$ cat src/rtl/ext_op_sched.sv
// Shared controller for the extended integer ops (inc/dec/slt/sgt/lui/ham).
// Two requesters are served round-robin; results return on one valid/ready channel.
module ext_op_sched #(
  parameter int unsigned HAM_BITS = 4
) (
  input  logic        clk,
  input  logic        rst,
  input  logic [1:0]  req_valid,
  output logic [1:0]  req_ready,
  input  logic [5:0]  req_op,
  input  logic [63:0] req_a,
  input  logic [63:0] req_b,
  input  logic [31:0] req_imm,
  output logic        rsp_valid,
  input  logic        rsp_ready,
  output logic        rsp_id,
  output logic [31:0] rsp_data,
  output logic        rsp_flag,
  output logic        rsp_err,
  output logic        busy
);

  localparam int unsigned HAM_CYC = 32 / HAM_BITS;
  localparam int unsigned CNT_W   = 6;
  localparam int unsigned PC_W    = 4;

  localparam logic [2:0] OP_INC = 3'd0;
  localparam logic [2:0] OP_DEC = 3'd1;
  localparam logic [2:0] OP_SLT = 3'd2;
  localparam logic [2:0] OP_SGT = 3'd3;
  localparam logic [2:0] OP_LUI = 3'd4;
  localparam logic [2:0] OP_HAM = 3'd5;

  typedef enum logic [1:0] {S_IDLE, S_HAM, S_RESP} state_t;

  state_t            r_state;
  state_t            w_state_nxt;
  logic              r_prio;
  logic              r_id;
  logic [31:0]       r_data;
  logic              r_flag;
  logic              r_err;
  logic [31:0]       r_shift;
  logic [5:0]        r_acc;
  logic [CNT_W-1:0]  r_cnt;

  logic              w_gnt;
  logic [2:0]        w_op;
  logic [31:0]       w_a;
  logic [31:0]       w_b;
  logic [15:0]       w_imm;
  logic [31:0]       w_res;
  logic              w_flag;
  logic              w_err;
  logic              w_accept;
  logic              w_ham_done;
  logic [5:0]        w_acc_nxt;

  function automatic logic [PC_W-1:0] popcnt(input logic [HAM_BITS-1:0] v);
    logic [PC_W-1:0] c;
    c = '0;
    for (int unsigned i = 0; i < HAM_BITS; i++) c = c + PC_W'(v[i]);
    return c;
  endfunction

  // Pointer only matters when both request; otherwise the lone valid wins.
  assign w_gnt = (&req_valid) ? r_prio : req_valid[1];
  assign w_op  = w_gnt ? req_op[5:3]    : req_op[2:0];
  assign w_a   = w_gnt ? req_a[63:32]   : req_a[31:0];
  assign w_b   = w_gnt ? req_b[63:32]   : req_b[31:0];
  assign w_imm = w_gnt ? req_imm[31:16] : req_imm[15:0];

  assign w_acc_nxt = r_acc + 6'(popcnt(r_shift[HAM_BITS-1:0]));

  always_comb begin
    w_res  = '0;
    w_flag = 1'b0;
    w_err  = 1'b0;
    case (w_op)
      OP_INC: {w_flag, w_res} = {1'b0, w_a} + 33'd1;
      OP_DEC: {w_flag, w_res} = {1'b0, w_a} - 33'd1;
      OP_SLT: w_res = 32'($signed(w_a) < $signed(w_b));
      OP_SGT: w_res = 32'($signed(w_a) > $signed(w_b));
      OP_LUI: w_res = {w_imm, 16'h0000};
      OP_HAM: w_res = '0;
      default: w_err = 1'b1;
    endcase
  end

  always_ff @(posedge clk) begin
    if (rst) r_state <= S_IDLE;
    else     r_state <= w_state_nxt;
  end

  always_comb begin
    w_state_nxt = r_state;
    case (r_state)
      S_IDLE: if (w_accept) w_state_nxt = (w_op == OP_HAM) ? S_HAM : S_RESP;
      S_HAM:  if (w_ham_done) w_state_nxt = S_RESP;
      S_RESP: if (rsp_ready) w_state_nxt = S_IDLE;
      default: w_state_nxt = S_IDLE;
    endcase
  end

  always_comb begin
    req_ready  = 2'b00;
    w_accept   = 1'b0;
    w_ham_done = 1'b0;
    case (r_state)
      S_IDLE: begin
        if (!rst && (|req_valid)) begin
          req_ready[w_gnt] = 1'b1;
          w_accept         = 1'b1;
        end
      end
      S_HAM:   w_ham_done = (r_cnt == CNT_W'(HAM_CYC - 1));
      default: ;
    endcase
  end

  // Result/response registers and the bit-serial Hamming datapath.
  always_ff @(posedge clk) begin
    if (rst) begin
      r_prio  <= 1'b0;
      r_id    <= 1'b0;
      r_data  <= '0;
      r_flag  <= 1'b0;
      r_err   <= 1'b0;
      r_shift <= '0;
      r_acc   <= '0;
      r_cnt   <= '0;
    end else if (w_accept) begin
      r_id   <= w_gnt;
      r_prio <= ~w_gnt;
      if (w_op == OP_HAM) begin
        r_shift <= w_a;
        r_acc   <= '0;
        r_cnt   <= '0;
        r_flag  <= 1'b0;
        r_err   <= 1'b0;
      end else begin
        r_data <= w_res;
        r_flag <= w_flag;
        r_err  <= w_err;
      end
    end else if (r_state == S_HAM) begin
      r_shift <= r_shift >> HAM_BITS;
      r_acc   <= w_acc_nxt;
      r_cnt   <= r_cnt + CNT_W'(1);
      if (w_ham_done) r_data <= 32'(w_acc_nxt);
    end
  end

  assign rsp_valid = (r_state == S_RESP);
  assign busy      = (r_state != S_IDLE);
  assign rsp_id    = r_id;
  assign rsp_data  = r_data;
  assign rsp_flag  = r_flag;
  assign rsp_err   = r_err;

endmodule

$ cat config.mk
export PLATFORM = sky130hd
export DESIGN_NAME = ext_op_sched
export DESIGN_NICKNAME = d
export VERILOG_FILES = /design/src/rtl/ext_op_sched.sv
export SDC_FILE = /design/constraint.sdc
export NUM_CORES = 1
export LEC_CHECK = 0
export CORE_MARGIN = 2
export CORE_UTILIZATION = 50
export CTS_CLUSTER_DIAMETER = 120
export CTS_CLUSTER_SIZE = 24
export DETAILED_ROUTE_END_ITERATION = 8
export PLACE_DENSITY = 0.81
export SYNTH_ARGS = -nofsm -noshare
export SYNTH_HDL_FRONTEND = slang
export SYNTH_SLANG_ARGS = --single-unit
$ cat constraint.sdc
create_clock -name clk -period 9.6 [get_ports clk]
set_input_delay 2.4 -clock clk [delete_from_list [all_inputs] [get_ports clk]]
set_output_delay 2.4 -clock clk [all_outputs]
set_load 0.01 [all_outputs]
==> results.yml, run 1 <==
floorplan:
  io_pins: 210
  die_w_um: 123.7
  start_util: 0.5137
  dieArea_sq_um: 15290
  die_h_um: 123.7
  num_rows: 43
  fp.coreArea_sq_um: 13930
sta:
  slew_headroom: 0.3076
  finalCriticalPeriod_ns: 7.279
  hold_viol_final: 0
  clock_skew_ns: 0.006660
  post-route-period-util: 0.7583
  setup_tns_ns: 0
  setup_violations: 0
  clock.fmax_ghz: 0.1374
  tightest_slew_ns: 1.035
  rsz0062_at_grt: "no"
  slew_viol_final: 0
cts:
  cts-hold-fix-buffers: 0
  cts.sinks: 82
  clockRootBuffer: "clkbuf_16"
  clk_pin_slew_ns: 0.06
  cts_tree: "built"
  cts_buffers: 9
  cts.repair.resized: 0
  cts_setup_buffers: 0
  htreeDepth: 3
  clockBufferDepth: 2
  clk_latency_ns: 0.35
critical_path:
  slowest_delay_ns: 0.79
  crit_path_start_kind: "input pin"
  arrival_ns: 4.88
  r2r_slack_ns: 5.06
  r2r_cells: 13
  cp_cell_sequence: "clkdlybuf4s50_1, nor2_1, or3_1, nor2_1, clkdlybuf4s50_1"
  crit_type: "input pin to primary output"
  cp_slowest_cell: "clkdlybuf4s50_1"
  endpoint: "req_ready[1]"
  crit_fanout: 17
  r2r-start: "r_prio$_SDFFE_PP0P_"
  cp-end-kind: "primary output"
  crit_required_ns: 7.20
  r2r-end: "rsp_data[0]$_SDFFE_PP0P_"
  crit_start: "req_valid[1]"
synth:
  synthCells: 961
  yosys_warnings: 0
  synthAdderAreaFrac: 0.06957
  synth_nets: 1170
  synth_xor_area_frac: 0.03915
  yosys.area_share.simple: 0.2798
  synthMuxAreaShare: 0.09072
  synth_compound_area_frac: 0.2372
  synth_ff_type: "dfxtp_1"
  synth_edf_count: 0
  synthArstFlopShare: 0
  ys_seq_area_frac: 0.2293
  synth_area_sq_um: 7158
  synth.ff_latch_count: 82
  synth_top_family_by_area: "simple AND/OR/NAND/NOR gates"
  syn_area_per_cell_sq_um: 7.449
  ys_types: 81
place:
  io_buffer_count: 209
  dp_hpwl_mm: 21.22
  finalWeightedCongestion: 1.022
global_route:
  track_usage: 0.3531
  grt_pass1_vias: 7987
  antenna_found_initial: 0
  grt-ovfl-total: 0
  grt_pass1_wl_mm: 41.36
  grt_max_degree: 77
detailed_routing:
  post_drt_wl_per_cell_um: 20.62
  via_count: 8329
  drt-total-wl_mm: 27.18
  vias_per_cell: 6.319
  ant_nets: 0
  post-route-drc-count: 0
  first_iter_violations: 830
  first_pass_iters: 6
final_layout:
  syn_to_final_growth_pct: 33.84
  layout.nets: 1343
  drive_gt1_frac: 0.05712
  utilization: 0.6875
  num_antenna_cells: 0
pwr:
  ir_drop_v: 0.0001139
  cellLeakagePower_nw: 3.575
  p_per_area_nw_per_um2: 109.6
min_path:
  worstHoldPathType: "flip-flop to flip-flop"
run_status:
  outcome: "finished, final reports clean"
job:
  cap_violations: 0
cell type report:
cell class              count  area [sq um]
well taps                 180         225.2
fillers                  1205          4354
inverters                  34         127.6
multi-input cells         788          5154
repair buffers            219          2162
clock inverters             6         45.04
flip-flops and latches     82          1642
clock buffers               9         225.2
sequential cells by signal (all words and copies together) (netlist names):
| signal | cells |
|---|---|
| r_shift | 32 |
| rsp_data | 32 |
| r_acc | 6 |
| r_cnt | 6 |
| r_state | 2 |
| r_prio | 1 |
| rsp_err | 1 |
| rsp_flag | 1 |
| rsp_id | 1 |
layer usage:
layer	vias to the layer above	share of wire	global-route usage
met5	-	0	0
met4	0	0.045	0.1619
met3	87	0.078	0.04853
met2	452	0.49	0.6332
met1	3893	0.39	0.4154
li1	3897	-	-
critical path: cells and delay by family:
| kind | cells | cell delay (ns) |
|---|---|---|
| buffers and inverters | 2 | 1.38 |
| AND/OR/NAND/NOR | 3 | 1.09 |
cells in the mapped netlist, types with 5 or more instances:
library cell  count  area share
nand2_1         131       0.069
a21oi_1          98       0.069
dfxtp_1          82        0.23
nor2_1           81       0.042
mux2i_1          50       0.070
clkbuf_1         41       0.022
nor3_1           39       0.027
ha_1             35       0.061
o21ai_0          35       0.024
inv_1            33       0.017
nand3_1          33       0.023
o211ai_1         27       0.028
xnor2_1          19       0.023
nand4_1          17       0.015
nor4_1           15       0.013
and3_1           14       0.012
a211oi_1         13       0.014
xor2_1           13       0.016
mux2_2           10       0.016
a22oi_1           9      0.0094
and2_1            8      0.0070
and4_1            7      0.0086
buf_2             7      0.0049
o2111ai_1         7      0.0086
o21ai_1           7      0.0049
a21o_1            6      0.0063
a31oi_1           6      0.0052
a32oi_1           6      0.0073
nor2b_1           6      0.0052
or3_1             6      0.0052
a211o_1           5      0.0061
power by group:
group / switching [mW] / leakage [nW] / internal, mW
clock network: 0.145 / 0.123 / 0.174
registers: 0.00770 / 0.664 / 0.352
logic: 0.209 / 2.79 / 0.162
total: 0.362 / 3.57 / 0.688
how the worst min path moves through the flow:
stage          depth (start not counted)  slack (ns)                   endpoint                 startpoint
2_1_floorplan                          2        0.43   r_shift[22]$_SDFFE_PP0P_   r_shift[22]$_SDFFE_PP0P_
3_3_place_gp                           2        0.44  rsp_data[21]$_SDFFE_PP0P_  rsp_data[21]$_SDFFE_PP0P_
3_5_place_dp                           2        0.45   r_shift[11]$_SDFFE_PP0P_   r_shift[11]$_SDFFE_PP0P_
4_1_cts                                2        0.45  rsp_data[21]$_SDFFE_PP0P_  rsp_data[21]$_SDFFE_PP0P_
5_1_grt                                2        0.48  rsp_data[20]$_SDFFE_PP0P_  rsp_data[20]$_SDFFE_PP0P_
6_report                               2        0.45   r_shift[11]$_SDFFE_PP0P_   r_shift[11]$_SDFFE_PP0P_
per-stage QoR:
stage	std cells	setup slack, ns	power [mW]	cell area, sq um	hold WS [ns]
after floorplan	961	2.998	0.5698	7158	0.4313
after global placement	1303	2.407	0.7267	9310	0.4354
after detailed placement	1303	2.303	0.7307	9310	0.4458
after CTS	1318	2.398	1.044	9580	0.4549
after global routing	1318	2.282	1.093	9580	0.4773
final	1318	2.321	1.050	9580	0.4539
layout by cell type (no fill, tap or decap), types with 10 or more instances in the layout:
cell type,count
mux2_2,10
dfxtp_1,82
o211ai_1,27
nor3_1,39
nand2_1,131
ha_1,35
nand3_1,33
o21ai_0,35
buf_4,10
a211oi_1,13
xor2_1,13
clkdlybuf4s50_1,208
nor2_1,80
xnor2_1,19
mux2i_1,50
and3_1,14
inv_1,33
nand4_1,17
nor4_1,15
a21oi_1,97
logic make-up (layout without fill, tap and decap cells):
| family | after synthesis | after routing |
|---|---|---|
| compound gates | 260 | 260 |
| mux | 62 | 62 |
| buf+inv | 91 | 268 |
| flops | 82 | 82 |
| xor+xnor | 32 | 32 |
| fa+ha+maj | 38 | 38 |
| simple gates | 396 | 396 |
Note: power is estimated with default switching activity, not from simulation.
==> inputs of run 2 (changes only) <==
CORE_UTILIZATION = 44   (was 50)
PLACE_DENSITY = 0.75   (was 0.81)
clock period = 6 ns   (was 9.6 ns; I/O delays follow)
==> run 2 against run 1 <==
  * Via count about the same
  * Global-route usage fell by 4.1 points
  * Worst setup slack lost 1.7 ns
  * Largest cell class unchanged
==> results.yml, run 2 (synthesized netlist as in run 1, its figures left out) <==
global_route:
  grt-ovfl-total: 0
  track_usage: 0.3117
  grt_pass1_wl_mm: 43.46
  antenna_found_initial: 0
  grt_pass1_vias: 8049
  grt_max_degree: 77
pwr:
  clockPowerShare: 0.309
  p_sw_frac: 0.3445
  cellLeakagePower_nw: 3.702
  switchingPower_mw: 0.5962
  p_per_area_nw_per_um2: 176.1
  seqPwrFrac: 0.333
  combPwrFrac: 0.358
  fin_total_pwr_mw: 1.731
  ir_drop_v: 0.0001483
  intPower_mw: 1.134
detailed_routing:
  first_pass_iters: 7
  ant_nets: 0
  drt-total-wl_mm: 27.61
  post_drt_wl_per_cell_um: 20.03
  via_count: 8330
  first_iter_violations: 717
  post-route-drc-count: 0
  vias_per_cell: 6.045
critical_path:
  crit_fanout: 21
  cp_cell_sequence: "clkdlybuf4s50_1, nand2_2, buf_12, nor2_1, clkdlybuf4s50_1"
  crit_type: "input pin to primary output"
  cp_slowest_cell: "clkdlybuf4s50_1"
  crit_path_start_kind: "input pin"
  arrival_ns: 3.90
  critical_path.top_delay_family: "buffers and inverters"
  crit_top_cell: "clkdlybuf4s50_1"
  critPathBufInv: 3
  cp-end-kind: "primary output"
  slowest_delay_ns: 0.79
  crit_required_ns: 4.50
place:
  finalWeightedCongestion: 1.039
  placedInstanceArea_sq_um: 9540
  dp_slack_ns: 0.4669
  io_buffer_count: 209
  dp_cells: 1362
  dp_hpwl_mm: 21.62
min_path:
  worstHoldPathType: "flip-flop to flip-flop"
cts:
  cts.repair.resized: 0
  cts_tree: "built"
  clockBufferDepth: 2
  clk_pin_slew_ns: 0.06
  cts-hold-fix-buffers: 0
  clockRootBuffer: "clkbuf_16"
  cts.sinks: 82
  clk_latency_ns: 0.34
  cts_buffers: 9
  htreeDepth: 3
  cts_setup_buffers: 0
final_layout:
  num_antenna_cells: 0
  fin_cells: 1378
  finish.instance_area_sq_um: 9829
  layout.nets: 1366
  drive_gt1_frac: 0.07659
  fillCellCount: 1470
  utilization: 0.6188
  layout_common_cells: "clkdlybuf4s50_1 (208), nand2_1 (131), a21oi_1 (97)"
  syn_to_final_growth_pct: 37.32
  mostFrequentLayoutCell: "clkdlybuf4s50_1"
sta:
  post-route-period-util: 0.8995
  slew_headroom: 0.3178
  finalCriticalPeriod_ns: 5.397
  tightest_slew_ns: 1.023
  setup_violations: 0
  setup_tns_ns: 0
  clock.fmax_ghz: 0.1853
  fin_ws_ns: 0.6028
  slew_viol_final: 0
  hold_viol_final: 0
  rsz0062_at_grt: "no"
  whs_ns: 0.4507
  clock_skew_ns: 0.009650
floorplan:
  die_w_um: 131.5
  io_pins: 210
  start_util: 0.4506
  fp.coreArea_sq_um: 15890
  die_h_um: 131.5
  num_rows: 46
  dieArea_sq_um: 17300
job:
  cap_violations: 0
run_status:
  outcome: "finished, final reports clean"
==> run 2: path summary, 6_finish.rpt <==
path	startpoint	to	slack (ns)	cells after the start
hold / removal	r_shift[26]$_SDFFE_PP0P_	r_shift[26]$_SDFFE_PP0P_	0.45	2
hold reg to reg	r_shift[26]$_SDFFE_PP0P_	r_shift[26]$_SDFFE_PP0P_	0.45	2
setup / recovery	req_valid[1]	req_ready[1]	0.60	5
setup reg to reg	r_prio$_SDFFE_PP0P_	rsp_data[0]$_SDFFE_PP0P_	2.13	14
==> run 2: power groups by stage <==
stage | clock network (mW) | logic (mW) | registers (mW)
2_1_floorplan | 0 | 0.322 | 0.590
3_3_place_gp | 0 | 0.600 | 0.587
3_5_place_dp | 0 | 0.607 | 0.588
4_1_cts | 0.538 | 0.610 | 0.576
5_1_grt | 0.561 | 0.666 | 0.578
6_report | 0.535 | 0.619 | 0.577
==> run 2: tightest hold or removal path: stages (launching register included) <==
cell and delay [ns]:
dfxtp_1 0.31, nand2_1 0.05, a21oi_1 0.05
==> run 2: routing by layer <==
layer | GRT usage | share of wire
met5 | 0 | 0
met4 | 0.1763 | 0.057
met3 | 0.05324 | 0.081
met2 | 0.5276 | 0.47
met1 | 0.3727 | 0.40
==> run 2: final cells by class <==
type,count,area [sq um],share of cell area
Multi-Input combinational cell,788,5154,0.5243
Inverter,34,127.6,0.01298
Timing Repair Buffer,242,2347,0.2388
Tap cell,216,270.3,0.02749
Sequential cell,82,1642,0.1670
Clock buffer,10,239.0,0.02431
Clock inverter,6,50.05,0.005092
==> inputs of run 3 (changes only) <==
TNS_END_PERCENT = 100   (was unset)
==> results of run 3 <==
The final DEF is identical to that of run 2; final timing and power are the same.
